[src/rtl/frame_pkg.sv]
// Shared constants, cell codes and update bundle for the frame tracker.
// Defaults describe the 16x12 playfield with four object layers.
package frame_pkg;

  localparam int GRID_W_DEF  = 16;
  localparam int GRID_H_DEF  = 12;
  localparam int NUM_OBJ_DEF = 4;
  localparam int CODE_W_DEF  = 3;

  localparam int CODE_EMPTY  = 0;
  localparam int CODE_BORDER = 1;
  localparam int CODE_HEAD   = 2;
  localparam int CODE_BODY   = 3;
  localparam int CODE_APPLE  = 4;

  typedef struct packed {
    logic [$clog2(GRID_W_DEF)-1:0] x;
    logic [$clog2(GRID_H_DEF)-1:0] y;
    logic [CODE_W_DEF-1:0]         code;
  } upd_t;

endpackage

[src/rtl/obj_prio_enc.sv]
// Priority encoder: obj_hit -> cell code, index 0 wins, code = index+1.
// Ports: obj_hit (NUM_OBJ) in, code (CODE_W) out; no hit gives empty.
module obj_prio_enc
  import frame_pkg::*;
#(
  parameter int NUM_OBJ = NUM_OBJ_DEF,
  parameter int CODE_W  = CODE_W_DEF
) (
  input  logic [NUM_OBJ-1:0] obj_hit,
  output logic [CODE_W-1:0]  code
);

  // Walk from the lowest priority up so the highest one lands last.
  always_comb begin
    code = CODE_W'(CODE_EMPTY);
    for (int i = NUM_OBJ - 1; i >= 0; i--) begin
      if (obj_hit[i]) code = CODE_W'(i + 1);
    end
  end

endmodule

[src/rtl/frame_diff_tracker.sv]
// Raster grid tracker: stores a code per cell, streams changed cells.
// Ports: clk/nrst, scan_en, obj_hit, force_redraw, cursor, upd_* stream,
// frame_done pulse and last_changes count of the previous frame.
module frame_diff_tracker
  import frame_pkg::*;
#(
  parameter int GRID_W  = GRID_W_DEF,
  parameter int GRID_H  = GRID_H_DEF,
  parameter int NUM_OBJ = NUM_OBJ_DEF,
  parameter int CODE_W  = CODE_W_DEF,
  parameter int XW      = $clog2(GRID_W),
  parameter int YW      = $clog2(GRID_H),
  parameter int CW      = $clog2(GRID_W * GRID_H + 1)
) (
  input  logic               clk,
  input  logic               nrst,
  input  logic               scan_en,
  input  logic [NUM_OBJ-1:0] obj_hit,
  input  logic               force_redraw,
  output logic [XW-1:0]      cur_x,
  output logic [YW-1:0]      cur_y,
  output logic               upd_valid,
  input  logic               upd_ready,
  output logic [XW-1:0]      upd_x,
  output logic [YW-1:0]      upd_y,
  output logic [CODE_W-1:0]  upd_code,
  output logic               frame_done,
  output logic [CW-1:0]      last_changes
);

  logic [CODE_W-1:0] new_code;
  logic [CODE_W-1:0] grid [GRID_H][GRID_W];
  logic [CW-1:0]     chg_cnt;
  logic              redraw_pending;
  logic              redraw_active;
  logic              stall;
  logic              step;
  logic              x_end;
  logic              at_end;
  logic              at_org;
  logic              redraw_eff;
  logic              changed;

  obj_prio_enc #(
    .NUM_OBJ(NUM_OBJ),
    .CODE_W (CODE_W)
  ) u_enc (
    .obj_hit(obj_hit),
    .code   (new_code)
  );

  assign stall  = upd_valid & ~upd_ready;
  assign step   = scan_en & ~stall;
  assign x_end  = cur_x == XW'(GRID_W - 1);
  assign at_end = x_end & (cur_y == YW'(GRID_H - 1));
  assign at_org = (cur_x == '0) & (cur_y == '0);

  // The origin step of a redraw frame must already count as redrawn,
  // before redraw_active itself has been registered.
  assign redraw_eff = redraw_active | (at_org & redraw_pending);
  assign changed    = (new_code != grid[cur_y][cur_x]) | redraw_eff;

  always_ff @(posedge clk or negedge nrst) begin
    if (!nrst) begin
      for (int y = 0; y < GRID_H; y++) begin
        for (int x = 0; x < GRID_W; x++) begin
          grid[y][x] <= CODE_W'(CODE_EMPTY);
        end
      end
    end else if (step) begin
      grid[cur_y][cur_x] <= new_code;
    end
  end

  always_ff @(posedge clk or negedge nrst) begin
    if (!nrst) begin
      cur_x        <= '0;
      cur_y        <= '0;
      chg_cnt      <= '0;
      last_changes <= '0;
      frame_done   <= 1'b0;
    end else begin
      frame_done <= step & at_end;
      if (step) begin
        if (x_end) begin
          cur_x <= '0;
          cur_y <= at_end ? '0 : cur_y + 1'b1;
        end else begin
          cur_x <= cur_x + 1'b1;
        end
        if (at_end) begin
          chg_cnt      <= '0;
          last_changes <= chg_cnt + CW'(changed);
        end else begin
          chg_cnt <= chg_cnt + CW'(changed);
        end
      end
    end
  end

  // A pulse that coincides with the origin step re-arms pending, so it
  // applies to the following frame.
  always_ff @(posedge clk or negedge nrst) begin
    if (!nrst) begin
      redraw_pending <= 1'b0;
      redraw_active  <= 1'b0;
    end else begin
      redraw_pending <= force_redraw
                      | (redraw_pending & ~(step & at_org));
      if (step & at_end) begin
        redraw_active <= 1'b0;
      end else if (step & at_org & redraw_pending) begin
        redraw_active <= 1'b1;
      end
    end
  end

  always_ff @(posedge clk or negedge nrst) begin
    if (!nrst) begin
      upd_valid <= 1'b0;
      upd_x     <= '0;
      upd_y     <= '0;
      upd_code  <= '0;
    end else if (step & changed) begin
      upd_valid <= 1'b1;
      upd_x     <= cur_x;
      upd_y     <= cur_y;
      upd_code  <= new_code;
    end else if (upd_ready) begin
      upd_valid <= 1'b0;
    end
  end

endmodule

[config.mk]
export PLATFORM = sky130hd
export DESIGN_NAME = frame_diff_tracker
export DESIGN_NICKNAME = d
export VERILOG_FILES = /design/src/rtl/frame_pkg.sv /design/src/rtl/obj_prio_enc.sv /design/src/rtl/frame_diff_tracker.sv
export SDC_FILE = /design/constraint.sdc
export NUM_CORES = 1
export LEC_CHECK = 0
export CORE_MARGIN = 4
export CORE_UTILIZATION = 60
export CTS_BUF_LIST = sky130_fd_sc_hd__clkbuf_8
export DETAILED_ROUTE_END_ITERATION = 10
export HOLD_SLACK_MARGIN = 0.06
export PLACE_DENSITY = 0.85
export SLEW_MARGIN = 20
export SYNTH_ARGS = -nofsm -noshare
export SYNTH_HDL_FRONTEND = slang
export SYNTH_SLANG_ARGS = --single-unit
[constraint.sdc]
create_clock -name clk -period 4.6 [get_ports clk]
set_input_delay 1.15 -clock clk [delete_from_list [all_inputs] [get_ports clk]]
set_output_delay 1.15 -clock clk [all_outputs]
set_load 0.05 [all_outputs]
==> results of run 1 <==
worst paths after layout:
check / slack, ps / from / to
max in group asynchronous: 2930 / nrst / grid[217]
min in group asynchronous: 540 / nrst / grid[558]
hold / removal: 480 / grid[146] / grid[146]
hold reg to reg: 480 / grid[146] / grid[146]
setup reg to reg: 240 / cur_y[0] / chg_cnt[7]
setup / recovery: 240 / cur_y[0] / chg_cnt[7]
metrics by stage:
step	cell area [um^2]	worst slack [ps]	util (%)
2_1_floorplan	28500	701	-
3_3_place_gp	29900	409	63.9
3_5_place_dp	29900	336	63.9
4_1_cts	31900	329	68.2
5_1_grt	31900	39.8	68.2
6_report	31900	244	68.2
flip-flops by register name (all words and copies together) (netlist names):
register / flops
cur_x: 4
upd_code: 3
cur_y: 4
chg_cnt: 8
grid: 576
upd_valid: 1
upd_x: 4
last_changes: 8
frame_done: 1
upd_y: 4
redraw_active: 1
redraw_pending: 1
power breakdown:
part	switching, mW	leakage (nW)	total, mW	internal [mW]
logic	3.19	5.40	5.26	2.07
registers	0.465	8.47	6.45	5.99
clock network	2.15	1.14	4.74	2.59
total	5.81	15.0	16.5	10.7
cells by family after synthesis:
family,Yosys count
and+or+nand+nor,554
muxes,611
buffers and inverters,176
DFF,615
xor gates and xnor gates,10
AOI/OAI and AO/OA,411
adders and majority gates,10
layout make-up:
| cell class | count | area, um^2 | area share, % |
|---|---|---|---|
| clock buffers | 132 | 1820 | 5.69 |
| inverters | 8 | 30.0 | 0.0941 |
| flip-flops and latches | 615 | 15400 | 48.3 |
| clock inverters | 38 | 190 | 0.596 |
| well taps | 607 | 759 | 2.38 |
| repair buffers | 139 | 1370 | 4.28 |
| multi-input cells | 1596 | 12300 | 38.7 |
worst max-delay path: cells and delay by family, from the launching register on:
family                     cells  cell delay (ps)
AOI/OAI and AO/OA              4              560
and+or+nand+nor                6             1620
adders and majority gates      1              270
buffers and inverters          1              250
muxes                          1              530
DFF                            1              600
xor gates and xnor gates       2              370
metal layers:
layer / part of all wire, % / vias up / GRT usage, %
met2: 45 / 1274 / 47.7
li1: - / 8679 / -
met5: 0 / - / 0
met3: 10 / 352 / 7.59
met4: 6.0 / 0 / 16.8
met1: 38 / 10485 / 41.6
synthesized netlist by cell type, types with 5 or more instances:
cell      count  share of area, %
mux2_4       10              0.53
xnor2_1       7              0.21
a21oi_1     221               3.9
nor2_1      386               5.1
clkbuf_1    114               1.5
nand2_1      81               1.1
o22a_1        6              0.18
mux4_2       63               5.0
dfrtp_1     615                54
ha_1         10              0.44
inv_1         7             0.092
o31ai_1       6              0.16
o41a_1        6              0.24
buf_2        26              0.46
nand3_1      35              0.61
mux2i_1     137               4.8
buf_4        10              0.26
nand2b_1      5              0.11
o22ai_1      39              0.86
and3_1        6              0.13
o21ai_0      89               1.6
buf_6        14              0.55
nor2b_1       6              0.13
mux2_2      400                16
nor3_1        5             0.088
o221ai_1      9              0.28
==> out/qor.yml, run 1 <==
clock_network:
  holdBufCountCts: 0
  clk_path_buf_depth: 3
  numCtsBuffers: 97
  cts-htree-levels: 3
  cts-resized-gates: 0
  post_cts_buffers: 0
  root_buffer: "clkbuf_8"
  insertion_delay_ps: 680
  cts.clk_slew.worst_paths_ps: 60
  tritoncts: "yes"
  clock_sinks: 615
worst_hold_path:
  hold_path_class: "reg2reg"
  holdPathStages: 2
synthesis:
  synthMuxAreaShare_pct: 26.1
  synth_simple_gate_area_share_pct: 8.00
  async_reset_ff_share_pct: 100
  synth_edf_count: 0
  synth_ff_type: "dfrtp_1"
  syn_area_um2: 28500
  syn_avg_cell_area_um2: 12.0
  syn-num-nets: 2406
  synth-compound-area-share_pct: 8.21
  synthAdderAreaFrac_pct: 0.439
  synth_seq_area_share_pct: 53.9
  yosys_warnings: 0
  ys_ff_latch: 615
  syn_inst: 2387
  yosys.area_share.xor_xnor_pct: 0.333
  yosysUniqueCellTypes: 62
  synth_top_family_by_area: "multiplexers"
placed_design:
  portBuffers: 37
  dp.cells: 2965
  routabilityCongestion: 0.950
  hpwl_um: 50600
timing:
  fmaxAchievable_mhz: 230
  rsz0062_at_grt: "false"
  relSlewSlack_pct: 30.2
  hold_ws_ps: 481
  clock_skew_ps: 20.4
  finalSetupViolCount: 0
  drv_slew: 0
  fin_crit_ps: 4360
  tns_ps: 0
  tightest_slew_ps: 1050
  timing.final.crit_share_pct: 94.7
  hold_violations: 0
cells_and_area:
  fin_nets: 2476
  fillCellCount: 3028
  syn_to_final_growth_pct: 11.8
  final_cell_mix: "dfrtp_1 (612), mux2_2 (400), nor2_1 (385)"
  diodes: 0
  drive_gt1_share_pct: 29.5
  final_cells: 3135
  layout_commonest_cell: "dfrtp_1"
floorplanning:
  start_util_pct: 61.0
  die-area_um2: 51100
  die_w_um: 226
  io_pins: 38
  dieHeight_um: 226
  num_rows: 79
  design.core.area_um2: 46800
worst_setup_path:
  worstSetupPathType: "reg2reg"
  worst_setup_path_start_kind: "register"
  worstPathArrival_ps: 4890
  crit_path_end_kind: "register"
  crit_required_ps: 5130
  crit_path_top_delay_cell: "or4_4"
  crit_chain: "buf_12 -> mux4_2 -> a21oi_1 -> o21ai_0 -> o2111ai_1 -> nand4_1 -> or4_4 -> xnor2_2 -> nand3_1 -> ha_1 -> and3_1 -> and3_1 -> nand3_1 -> xor2_1 -> o21ai_0"
  reg2reg_depth: 15
  cp_slowest_stage_delay_ps: 610
  cp_max_fo: 20
route:
  drt_iter0_drc: 2434
  post_drt_wl_per_cell_um: 25.1
  viasPerCell: 6.63
  first_pass_iters: 9
  vias: 20790
  drc_errors: 0
  finalWirelength_um: 78700
  postRouteAntennaNets: 0
global_routing:
  grt_first_pass_wirelength_um: 124000
  grt_pass1_vias: 21586
  grt_usage_pct: 31.2
  grt_max_degree: 194
  grt_overflow_total: 0
  antenna_found_initial: 0
power_and_ir_drop:
  p_leak_nw: 15.0
  total_power_mw: 16.5
  ir_drop_mv: 0.295
  powerDensity_nw_per_um2: 516
outcome:
  status: "finished clean"
flow_run:
  cap_violations: 0
No activity file was read; power rests on OpenSTA's default activity.
==> run 2: changes to the inputs <==
clock period = 5.2 ns   (was 4.6 ns; I/O delays follow)
==> run 2 against run 1 <==
Compared with the run above: combinational power down 15%; routed wire length fell by 1.1%; final area down 1.0%; hold slack lost 2.5 ps; clock power is 8.2% lower; fmax fell by 9.9%; clock skew increased by 17 ps.
==> out/qor.yml, run 2 (same netlist as run 1, synthesis figures left out) <==
outcome:
  status: "finished clean"
timing:
  fin_crit_ps: 4830
  fin_ws_ps: 366
  relSlewSlack_pct: 28.0
  clock_skew_ps: 37.2
  finalSetupViolCount: 0
  drv_slew: 0
  rsz0062_at_grt: "false"
  tns_ps: 0
  hold_violations: 0
  fmaxAchievable_mhz: 207
  tightest_slew_ps: 1080
  timing.final.crit_share_pct: 93.0
floorplanning:
  io_pins: 38
  design.core.area_um2: 46800
  die_w_um: 226
  die-area_um2: 51100
  start_util_pct: 61.0
  num_rows: 79
  dieHeight_um: 226
worst_setup_path:
  cp_max_fo: 25
  worstSetupPathType: "reg2reg"
  crit_path_end_kind: "register"
  worstPathArrival_ps: 5370
  worst_setup_path_start_kind: "register"
  crit_required_ps: 5730
placed_design:
  hpwl_um: 48900
  portBuffers: 37
  routabilityCongestion: 0.945
  pre_cts_ws_ps: 513
route:
  first_pass_iters: 6
  postRouteAntennaNets: 0
  finalWirelength_um: 77800
  vias: 20581
  viasPerCell: 6.64
  post_drt_wl_per_cell_um: 25.1
  drt_iter0_drc: 2280
  drc_errors: 0
cells_and_area:
  largest_register: "grid"
  layout_commonest_cell: "dfrtp_1"
  fin_nets: 2438
  final_util_pct: 67.5
  largest_register_ffs: 576
  reg.largest.list: "grid: 576 flops, chg_cnt: 8 flops, last_changes: 8 flops"
  final_cell_mix: "dfrtp_1 (612), mux2_2 (400), nor2_1 (385)"
  syn_to_final_growth_pct: 10.7
  drive_gt1_share_pct: 28.7
clock_network:
  post_cts_buffers: 0
  cts-resized-gates: 0
  clock_sinks: 615
  cts-htree-levels: 3
  holdBufCountCts: 0
  insertion_delay_ps: 700
  clk_path_buf_depth: 3
  root_buffer: "clkbuf_8"
  cts.clk_slew.worst_paths_ps: 70
  tritoncts: "yes"
  numCtsBuffers: 97
power_and_ir_drop:
  ir_drop_mv: 0.349
  powerDensity_nw_per_um2: 461
  p_leak_nw: 14.8
  total_power_mw: 14.6
global_routing:
  grt_max_degree: 194
  grt_overflow_total: 0
  grt_pass1_vias: 20919
  grt_usage_pct: 30.6
  grt_first_pass_wirelength_um: 121000
  antenna_found_initial: 0
flow_run:
  cap_violations: 0
worst_hold_path:
  hold_path_class: "reg2reg"
## run 2: final timing paths
kind / startpoint / end / slack, ps / depth (start not counted)
min in group asynchronous: nrst / grid[33] / 600 / 1
max in group asynchronous: nrst / grid[521] / 3260 / 2
worst max-delay path: cur_y[0] / last_changes[6] / 370 / 15
worst min register to register: grid[48] / grid[48] / 480 / 2
worst max register to register: cur_y[0] / last_changes[6] / 370 / 15
worst min-delay path: grid[48] / grid[48] / 480 / 2
## run 2: layout make-up
class                      count  area (um^2)
multi-input combinational   1596        12300
sequential                   615        15400
timing repair buffer         101          968
fill                        3112        15200
tap                          607          759
clock buffer                 129         1780
clock inverter                43          312
antenna                        1         2.50
inverter                       8         30.0
## run 2: routing by layer
layer  global-route usage, %  vias up  wire, um
li1                        -     8607         -
met1                    40.1    10427     29400
met2                    46.5     1232     35800
met3                    8.38      315      8230
met4                    17.2        0      4400
met5                       0        -         0
## run 2: stage by stage
stage          std cells  instance area, um^2  hold WS (ps)
2_1_floorplan       2387                28500           445
3_3_place_gp        2927                29500           456
4_1_cts             3099                31600           480
6_report            3100                31600           479
5_1_grt             3099                31600           506
3_5_place_dp        2927                29500           466
## run 2: worst max-delay path: stages, from the launching register on
cell and delay [ps]:
dfrtp_4 790, buf_4 400, mux4_2 540, mux2i_1 190, o21ai_0 170, o2111ai_1 170
nand4_1 210, or4_4 590, xnor2_2 170, nand3_1 210, ha_1 260, ha_1 230
and3_1 200, nand3_1 130, xor2_1 240, o21ai_0 140
## run 2: report_power, final
| group | internal [mW] | switching (mW) |
|---|---|---|
| Clock | 2.42 | 1.94 |
| Combinational | 1.70 | 2.78 |
| Sequential | 5.30 | 0.439 |
| Total | 9.41 | 5.16 |
==> run 3: changes to the inputs <==
CORE_MARGIN = 2   (was 4)
SLEW_MARGIN = 15   (was 20)
==> run 3 against run 2 <==
Compared with the run above: register-to-register slack gained 20 ps; flip-flop and latch count is the same; clock-buffer cell count is 3 lower; die area down 3.5%; via count fell by 0.97%; highest routed layer unchanged.
==> out/qor.yml, run 3 (same netlist as run 1, synthesis figures left out) <==
timing:
  clock_skew_ps: 49.4
  rsz0062_at_grt: "false"
  drv_slew: 0
  tightest_slew_ps: 1380
  fmaxAchievable_mhz: 208
  relSlewSlack_pct: 7.60
  hold_ws_ps: 484
  timing.final.crit_share_pct: 92.6
  finalSetupViolCount: 0
  hold_violations: 0
  tns_ps: 0
  fin_crit_ps: 4820
placed_design:
  placed_area_um2: 29500
  hpwl_um: 48500
  routabilityCongestion: 0.929
  portBuffers: 37
worst_setup_path:
  reg2reg_from: "cur_y[3]"
  startpoint: "cur_y[3]"
  worst_setup_path_start_kind: "register"
  cp_max_fo: 26
  crit_path_top_delay_cell: "nor3b_1"
  crit_end: "last_changes[7]"
  crit_required_ps: 5730
  cp_slowest_stage_delay_ps: 970
  worstSetupPathType: "reg2reg"
  r2r_end: "last_changes[7]"
  reg2reg_depth: 15
  crit_chain: "buf_4 -> nor3b_1 -> a222oi_1 -> a31oi_1 -> a221oi_1 -> nor4_2 -> xnor2_1 -> nor2_1 -> nand3_1 -> ha_1 -> and3_1 -> and3_1 -> nand3_1 -> xor2_1 -> o21ai_0"
  crit_path_end_kind: "register"
  rrSetupSlack_ps: 380
  worstPathArrival_ps: 5340
floorplanning:
  io_pins: 38
  die_w_um: 222
  design.core.area_um2: 46800
  dieHeight_um: 222
  start_util_pct: 61.0
  die-area_um2: 49300
  num_rows: 79
route:
  postRouteAntennaNets: 0
  first_pass_iters: 7
  vias: 20382
  post_drt_wl_per_cell_um: 25.1
  drt_iter0_drc: 2458
  viasPerCell: 6.57
  drc_errors: 0
  finalWirelength_um: 77900
cells_and_area:
  final_util_pct: 67.4
  final_cell_mix: "dfrtp_1 (612), mux2_2 (400), nor2_1 (385)"
  fillCellCount: 3111
  drive_gt1_share_pct: 27.8
  largest_register: "grid"
  fin_nets: 2434
  finalInstanceArea_um2: 31500
  diodes: 0
  reg.largest.list: "grid: 576 flops, chg_cnt: 8 flops, last_changes: 8 flops"
  largest_register_ffs: 576
  syn_to_final_growth_pct: 10.4
  layout_commonest_cell: "dfrtp_1"
global_routing:
  antenna_found_initial: 0
  grt_first_pass_wirelength_um: 122000
  grt_max_degree: 194
  grt_overflow_total: 0
  grt_usage_pct: 32.0
  grt_pass1_vias: 21137
power_and_ir_drop:
  seq_power_share_pct: 39.7
  p_sw_mw: 5.21
  total_power_mw: 14.4
  ir_drop_mv: 0.249
  swShare_pct: 36.1
  powerDensity_nw_per_um2: 458
  internal_power_mw: 9.22
  p_comb_share_pct: 31.4
  p_leak_nw: 14.8
  clockPowerShare_pct: 28.9
clock_network:
  tritoncts: "yes"
  clock_sinks: 615
  cts-resized-gates: 0
  numCtsBuffers: 98
  insertion_delay_ps: 710
  root_buffer: "clkbuf_8"
  clk_path_buf_depth: 3
  post_cts_buffers: 0
  cts.clk_slew.worst_paths_ps: 70
  holdBufCountCts: 0
  cts-htree-levels: 3
outcome:
  status: "finished clean"
worst_hold_path:
  hold_path_class: "reg2reg"
flow_run:
  cap_violations: 0
run 3: layout make-up:
| type | instances | area, um^2 | area share [%] |
|---|---|---|---|
| tap | 607 | 759 | 2.41 |
| clock buffer | 126 | 1730 | 5.50 |
| timing repair buffer | 96 | 993 | 3.15 |
| inverter | 8 | 30.0 | 0.0953 |
| clock inverter | 52 | 259 | 0.822 |
| sequential | 615 | 15400 | 48.9 |
| multi-input combinational | 1596 | 12300 | 39.1 |
run 3: metrics by stage:
stage          instances  setup WS, ps
2_1_floorplan       2387          1300
3_3_place_gp        2922           752
3_5_place_dp        2922           720
4_1_cts             3100           617
5_1_grt             3100           255
6_report            3100           384
run 3: worst max-delay path: cells and delay by family (launching register included):
family / cells / cell delay [ps]
buffers and inverters: 1 / 340
AND/OR/NAND/NOR: 7 / 2350
XOR/XNOR: 2 / 310
adder cells (fa/ha/maj): 1 / 250
flip-flops: 1 / 550
AO/OA/AOI/OAI: 4 / 820
run 3: power groups by stage:
stage                     Combinational (mW)  Clock [mW]  Sequential [mW]
after floorplan                         2.80           0             5.81
after global placement                  4.27           0             5.75
after detailed placement                4.35           0             5.79
after CTS                               4.39        4.20             5.71
after global routing                    4.67        4.42             5.77
final                                   4.52        4.17             5.73
run 3: worst min path at each step:
stage                    startpoint              end  depth (start not counted)
floorplan                 grid[144]        grid[144]                          2
global placement          grid[385]        grid[385]                          2
detailed placement        grid[432]        grid[432]                          2
CTS                       grid[432]        grid[432]                          2
global route        last_changes[2]  last_changes[2]                          2
finish                    grid[528]        grid[528]                          2
run 3: metal layers:
layer	GRT usage (%)	vias to the layer above	share of wire, %
met2	49.6	1170	46
li1	-	8584	-
met1	42.1	10303	38
met5	0	-	0
met3	7.98	325	10
met4	16.6	0	5.4
